## src/rtl/pulse_controller.sv

```systemverilog
// Sequencing for one APU pulse channel: register decode, period timer,
// length counter and envelope generator feeding the waveform generator and mixer.
module pulse_controller #(
    parameter int unsigned TIMER_WIDTH    = 11,
    parameter int unsigned MUTE_THRESHOLD = 8
) (
    input  logic       clk,
    input  logic       iReset,
    input  logic       iTick,
    input  logic       iQuarterFrame,
    input  logic       iHalfFrame,
    input  logic       iChannelEnable,
    input  logic       iWrite,
    input  logic [1:0] iAddr,
    input  logic [7:0] iData,
    output logic [1:0] oDuty,
    output logic       oStep,
    output logic       oPhaseReset,
    output logic       oEnable,
    output logic [3:0] oVolume,
    output logic       oActive
);

    localparam int unsigned LEN_W = 8;
    localparam int unsigned ENV_W = 4;

    // Length counter load values indexed by iData[7:3] of a reg-3 write.
    function automatic logic [LEN_W-1:0] lenLookup(input logic [4:0] idx);
        case (idx)
            5'd0:  lenLookup = 8'd10;   5'd1:  lenLookup = 8'd254;
            5'd2:  lenLookup = 8'd20;   5'd3:  lenLookup = 8'd2;
            5'd4:  lenLookup = 8'd40;   5'd5:  lenLookup = 8'd4;
            5'd6:  lenLookup = 8'd80;   5'd7:  lenLookup = 8'd6;
            5'd8:  lenLookup = 8'd160;  5'd9:  lenLookup = 8'd8;
            5'd10: lenLookup = 8'd60;   5'd11: lenLookup = 8'd10;
            5'd12: lenLookup = 8'd14;   5'd13: lenLookup = 8'd12;
            5'd14: lenLookup = 8'd26;   5'd15: lenLookup = 8'd14;
            5'd16: lenLookup = 8'd12;   5'd17: lenLookup = 8'd16;
            5'd18: lenLookup = 8'd24;   5'd19: lenLookup = 8'd18;
            5'd20: lenLookup = 8'd48;   5'd21: lenLookup = 8'd20;
            5'd22: lenLookup = 8'd96;   5'd23: lenLookup = 8'd22;
            5'd24: lenLookup = 8'd192;  5'd25: lenLookup = 8'd24;
            5'd26: lenLookup = 8'd72;   5'd27: lenLookup = 8'd26;
            5'd28: lenLookup = 8'd16;   5'd29: lenLookup = 8'd28;
            5'd30: lenLookup = 8'd32;   default: lenLookup = 8'd30;
        endcase
    endfunction

    logic [1:0]             dutyReg, dutyNext;
    logic                   haltLoop, haltLoopNext;
    logic                   constVol, constVolNext;
    logic [ENV_W-1:0]       volParam, volParamNext;
    logic [TIMER_WIDTH-1:0] period, periodNext;
    logic [TIMER_WIDTH-1:0] timerCount, timerCountNext;
    logic [LEN_W-1:0]       lengthCount, lengthCountNext;
    logic [ENV_W-1:0]       envDivider, envDividerNext;
    logic [ENV_W-1:0]       decay, decayNext;
    logic                   startFlag, startFlagNext;
    logic                   stepNext;
    logic                   phaseResetNext;
    logic                   muteNext;
    logic                   writeReg3;

    assign writeReg3 = iWrite && (iAddr == 2'd3);

    // Next-state logic for registers, timer, length counter and envelope.
    always_comb begin
        dutyNext        = dutyReg;
        haltLoopNext    = haltLoop;
        constVolNext    = constVol;
        volParamNext    = volParam;
        periodNext      = period;
        timerCountNext  = timerCount;
        lengthCountNext = lengthCount;
        envDividerNext  = envDivider;
        decayNext       = decay;
        startFlagNext   = startFlag;
        stepNext        = 1'b0;
        phaseResetNext  = 1'b0;

        if (iWrite) begin
            case (iAddr)
                2'd0: begin
                    dutyNext     = iData[7:6];
                    haltLoopNext = iData[5];
                    constVolNext = iData[4];
                    volParamNext = iData[3:0];
                end
                2'd2: periodNext[7:0] = iData;
                2'd3: begin
                    periodNext[TIMER_WIDTH-1:8] = iData[TIMER_WIDTH-9:0];
                    phaseResetNext              = 1'b1;
                end
                default: ;
            endcase
        end

        // Reload uses the period currently held, so writes land at the next reload.
        if (iTick) begin
            if (timerCount == '0) begin
                timerCountNext = period;
                stepNext       = 1'b1;
            end else begin
                timerCountNext = timerCount - TIMER_WIDTH'(1);
            end
        end

        if (!iChannelEnable) begin
            lengthCountNext = '0;
        end else if (writeReg3) begin
            lengthCountNext = lenLookup(iData[7:3]);
        end else if (iHalfFrame && !haltLoop && (lengthCount != '0)) begin
            lengthCountNext = lengthCount - LEN_W'(1);
        end

        if (iQuarterFrame) begin
            if (startFlag) begin
                startFlagNext  = 1'b0;
                decayNext      = 4'hF;
                envDividerNext = volParam;
            end else if (envDivider == '0) begin
                envDividerNext = volParam;
                if (decay != '0) begin
                    decayNext = decay - ENV_W'(1);
                end else if (haltLoop) begin
                    decayNext = 4'hF;
                end
            end else begin
                envDividerNext = envDivider - ENV_W'(1);
            end
        end

        // A write coinciding with a quarter frame leaves the flag for the next one.
        if (writeReg3) begin
            startFlagNext = 1'b1;
        end

        muteNext = (periodNext < TIMER_WIDTH'(MUTE_THRESHOLD));
    end

    always_ff @(posedge clk) begin
        if (iReset) begin
            dutyReg     <= '0;
            haltLoop    <= 1'b0;
            constVol    <= 1'b0;
            volParam    <= '0;
            period      <= '0;
            timerCount  <= '0;
            lengthCount <= '0;
            envDivider  <= '0;
            decay       <= '0;
            startFlag   <= 1'b0;
            oDuty       <= '0;
            oStep       <= 1'b0;
            oPhaseReset <= 1'b0;
            oEnable     <= 1'b0;
            oVolume     <= '0;
            oActive     <= 1'b0;
        end else begin
            dutyReg     <= dutyNext;
            haltLoop    <= haltLoopNext;
            constVol    <= constVolNext;
            volParam    <= volParamNext;
            period      <= periodNext;
            timerCount  <= timerCountNext;
            lengthCount <= lengthCountNext;
            envDivider  <= envDividerNext;
            decay       <= decayNext;
            startFlag   <= startFlagNext;
            // Outputs track the state being loaded on this same edge.
            oDuty       <= dutyNext;
            oStep       <= stepNext;
            oPhaseReset <= phaseResetNext;
            oEnable     <= (lengthCountNext != '0) && !muteNext;
            oActive     <= (lengthCountNext != '0);
            if ((lengthCountNext == '0) || muteNext) begin
                oVolume <= '0;
            end else if (constVolNext) begin
                oVolume <= volParamNext;
            end else begin
                oVolume <= decayNext;
            end
        end
    end

endmodule

```

## config.mk

```make
export PLATFORM = sky130hd
export DESIGN_NAME = pulse_controller
export DESIGN_NICKNAME = d
export VERILOG_FILES = /design/src/rtl/pulse_controller.sv
export SDC_FILE = /design/constraint.sdc
export NUM_CORES = 1
export LEC_CHECK = 0
export CELL_PAD_IN_SITES_DETAIL_PLACEMENT = 0
export CELL_PAD_IN_SITES_GLOBAL_PLACEMENT = 1
export CORE_MARGIN = 1
export CORE_UTILIZATION = 46
export DETAILED_ROUTE_END_ITERATION = 7
export HOLD_SLACK_MARGIN = 0.12
export PLACE_DENSITY = 0.86
export SYNTH_ARGS = -nofsm -noshare
export SYNTH_HDL_FRONTEND = slang
export SYNTH_SLANG_ARGS = --single-unit
```

## constraint.sdc

```tcl
create_clock -name clk -period 8.4 [get_ports clk]
set_clock_uncertainty 0.1 [all_clocks]
set_input_delay 2.1 -clock clk [delete_from_list [all_inputs] [get_ports clk]]
set_output_delay 2.1 -clock clk [all_outputs]
set_load 0.05 [all_outputs]
```

==> metrics.md <==
| Metric | Value |
|---|---|
| Layout cells sized above 1 | `5.63%` |
| Post-synth top area cell | `dfxtp_1` |
| Drt wl/cell | `approximately 15 µm` |
| # setup viols final | `0` |
| Worst Tran Pin Value | `0.866 ns` |
| Fmax | `207 MHz` |
| R2r worst-path depth | `7` |
| Row count | `29` |
| Clk pin slew, worst setup/hold paths | `0.11 ns` |
| Final worst-path cycle share | `a little under three fifths` |
| Synthesized flop and latch total | `55` |
| Port bufs | `26` |
| Post-synthesis sequential area ratio | `36.2%` |
| Starting density of the core | `47.7%` |
| Pwr/cell area | `roughly 250 nW/µm²` |
| Distinct cell type count after synthesis | `54` |
| Flop pwr share | `39.4%` |
| HP Class | `flop to flop` |
| First-pass GRT wire length | `12.0 mm` |
| Clk buf depth | `2` |
| WS Path Type | `primary input to flop` |
| CTS Root Cell | `clkbuf_8` |
| Postcts setup bufs | `0` |
| Via count | `2636` |
| Fin. Hold Viols | `0` |
| Die W | `83.4 µm` |
| Peak supply drop | `184 µV` |
| Net Count, Synth | `a little over 400` |
| # placed instances | `460` |
| Largest stage delay, worst path | `0.74 ns` |
| Post-place setup slack | `roughly 3.3 ns` |
| Clock Power Share | `18.2%` |
| Clock sink total | `55` |
| Number of max-cap violations | `0` |
| R2r setup slk | `5.71 ns` |
| Post-CTS sizing | `0` |
| CTS tree | `built` |
| DRT Pass-1 Iters | `4` |
| Die height | `83.4 µm` |
| H-tree depth | `2` |
| Max Slew Vio Count | `0` |
| Pint | `0.518 mW` |
| Setup TNS | `0 ns` |
| Non-filler cells, final | `approximately 470` |
| Mapped cell area | `between 3000 and 4000 µm²` |
| Psw | `~0.34 mW` |
| Detailed placement HPWL | `slightly below 5 mm` |
| Synth async-reset ratio | `0%` |
| CP Capture Type | `flop` |
| Area Overhead vs Synth | `12.5%` |
| Worst skew pair latency | `0.32 ns` |
| First DRT Iteration DRCs | `134` |
| FF-to-FF End | `oVolume[3]` |
| Status | `finished clean` |
| Synth warn | `0` |
| Synth top area share | `36.2%` |
| Final setup margin | `3.58 ns` |
| Die area | `about 6900 µm²` |
| DRC viols | `0` |
| Crit-path cells | `clkdlybuf4s50_1 > inv_1 > ha_1 > mux2_2 > o22ai_1 > o21ai_0 > nor4_1 > and4b_1 > nor3_1` |
| Tot Pwr | `0.858 mW` |
| Area contributors post-synth | `dfxtp_1, nor2_1, mux2i_1` |
| Sw frac | `between 30% and 40%` |
| Initial antenna violation count | `0` |
| Routed WL | `roughly 7.0 mm` |
| Slew headroom | `between 40% and 50%` |
| Comb power frac | `42.5%` |
| GRT overflow | `0` |
| Core box area | `between 6000 and 7000 µm²` |
| Syn Inst Count | `~380` |
| Ys flop type | `dfxtp_1` |
| Final GP Congestion | `between 0.9 and 1` |
| Final Critical Period | `approximately 4.8 ns` |
| Cts hold-fix bufs | `0` |
| Worst EP required | `8.49 ns` |
| Leak Pwr | `1.32 nW` |
| Largest net degree at the start of global routing | `45` |
| RSZ-0062 raised after global routing | `false` |
| Worst hold path depth | `2` |
| # diodes | `0` |
| Total CTS buffers | `5` |
| Number of global-route vias before repair | `2404` |
| Via/cell ratio | `between 5 and 6` |
| Syn Area/Cell | `between 8 and 9 µm²` |
| Hold path endpoint | `period[8]` |
| CP Max Fanout | `12` |
| Hold Path Origin | `period[8]` |
| Nets@finish | `approximately 420` |
| ANT nets after route | `0` |
| Cell at the slowest stage of the critical path | `clkdlybuf4s50_1` |
| Data arrival, critical path | `4.91 ns` |
| Reg2reg start | `haltLoop` |
| Post-synth EDFFs | `0` |
| I/O pin count | `27` |
| Total track usage | `a little over a fifth` |
| CP Launch Type | `primary input` |
-- layout make-up --
class	count	area [µm²]
fillers	616	2960
multi-input cells	283	1790
flip-flops and latches	55	1100
repair buffers	27	268
well taps	77	96.3
clock buffers	6	82.6
inverters	18	67.6
clock inverters	2	16.3
-- placed cells by master, fill, tap and decap left out, drive strengths merged, types with 4 or more instances in the layout --
cell,n
nor2,57
dfxtp,55
nand2,31
clkdlybuf4s50,26
o21ai,24
a21oi,24
inv,18
mux2i,18
nor3,13
ha,11
nor2b,9
nand2b,8
o22ai,7
nand3,7
clkbuf,6
a211oi,5
a22oi,4
nor3b,4
nor4b,4
-- power by group through the flow --
stage | combinational (mW) | clock, mW | sequential (mW)
after global placement | 0.359 | 0 | 0.343
after detailed placement | 0.364 | 0 | 0.343
after global routing | 0.414 | 0.173 | 0.345
after CTS | 0.367 | 0.162 | 0.338
final | 0.365 | 0.156 | 0.338
after floorplan | 0.278 | 0 | 0.349
-- per-layer routing --
metal	track usage (%)	vias up	routed length [µm]
li1	-	1371	-
met1	29.3	1195	3390
met2	32.3	61	3190
met3	4.47	9	306
met4	6.11	0	88
met5	0	-	0
-- worst max path at each step --
stage	to	slack (ns)	depth (start not counted)	start
floorplan	oVolume[2]	4.21	11	iData[3]
global placement	oVolume[1]	3.38	10	iData[3]
detailed placement	oVolume[2]	3.28	9	iData[3]
CTS	oVolume[3]	3.59	9	iData[3]
global route	oActive	3.33	10	iData[3]
finish	oVolume[3]	3.58	9	iData[3]
-- worst max-delay path, delay by kind of cell --
family          cells  cell delay (ns)
compound gates      2             0.38
buf+inv             2             0.99
fa+ha+maj           1             0.36
mux                 1             0.27
simple gates        3             0.83
-- registers in the layout, indices dropped and copies added, names as in the netlist --
| name | count |
|---|---|
| startFlag | 1 |
| oPhaseReset | 1 |
| period | 11 |
| oEnable | 1 |
| volParam | 4 |
| envDivider | 4 |
| dutyReg | 2 |
| oStep | 1 |
| oActive | 1 |
| oVolume | 4 |
| lengthCount | 8 |
| decay | 4 |
| haltLoop | 1 |
| timerCount | 11 |
| constVol | 1 |
-- metrics by stage --
step	util, %	area [µm²]	hold WS [ns]
2_1_floorplan	-	3040	0.340
3_3_place_gp	52.1	3330	0.357
3_5_place_dp	52.1	3330	0.364
4_1_cts	53.6	3430	0.380
5_1_grt	53.6	3430	0.418
6_report	53.6	3430	0.381
-- kinds of logic after synthesis --
logic type               after synthesis  share of synthesized area [%]
AO/OA/AOI/OAI                         92                           20.8
multiplexers                          21                           7.03
XOR/XNOR                               3                          0.863
buffers and inverters                 39                           5.06
adder cells (fa/ha/maj)               11                           4.52
AND/OR/NAND/NOR                      156                           25.6
flip-flops                            55                           36.2
-- synth_stat cells, types with 3 or more instances --
library cell and instances:
mux2i_1 18, a22oi_1 4, a211oi_1 5, o22ai_1 7, nor2_1 57, nor2b_1 9, o31a_1 3, or4_1 3
buf_1 3, a21oi_1 24, or2_2 3, ha_1 11, nand3b_1 3, nand2b_1 8, clkbuf_1 17, nor3b_1 4
o21ai_0 24, mux2_2 3, dfxtp_1 55, nor3_1 13, nand3_1 7, nor4_1 3, nand2_1 31, inv_1 18
No activity file was read; power rests on OpenSTA's default activity.
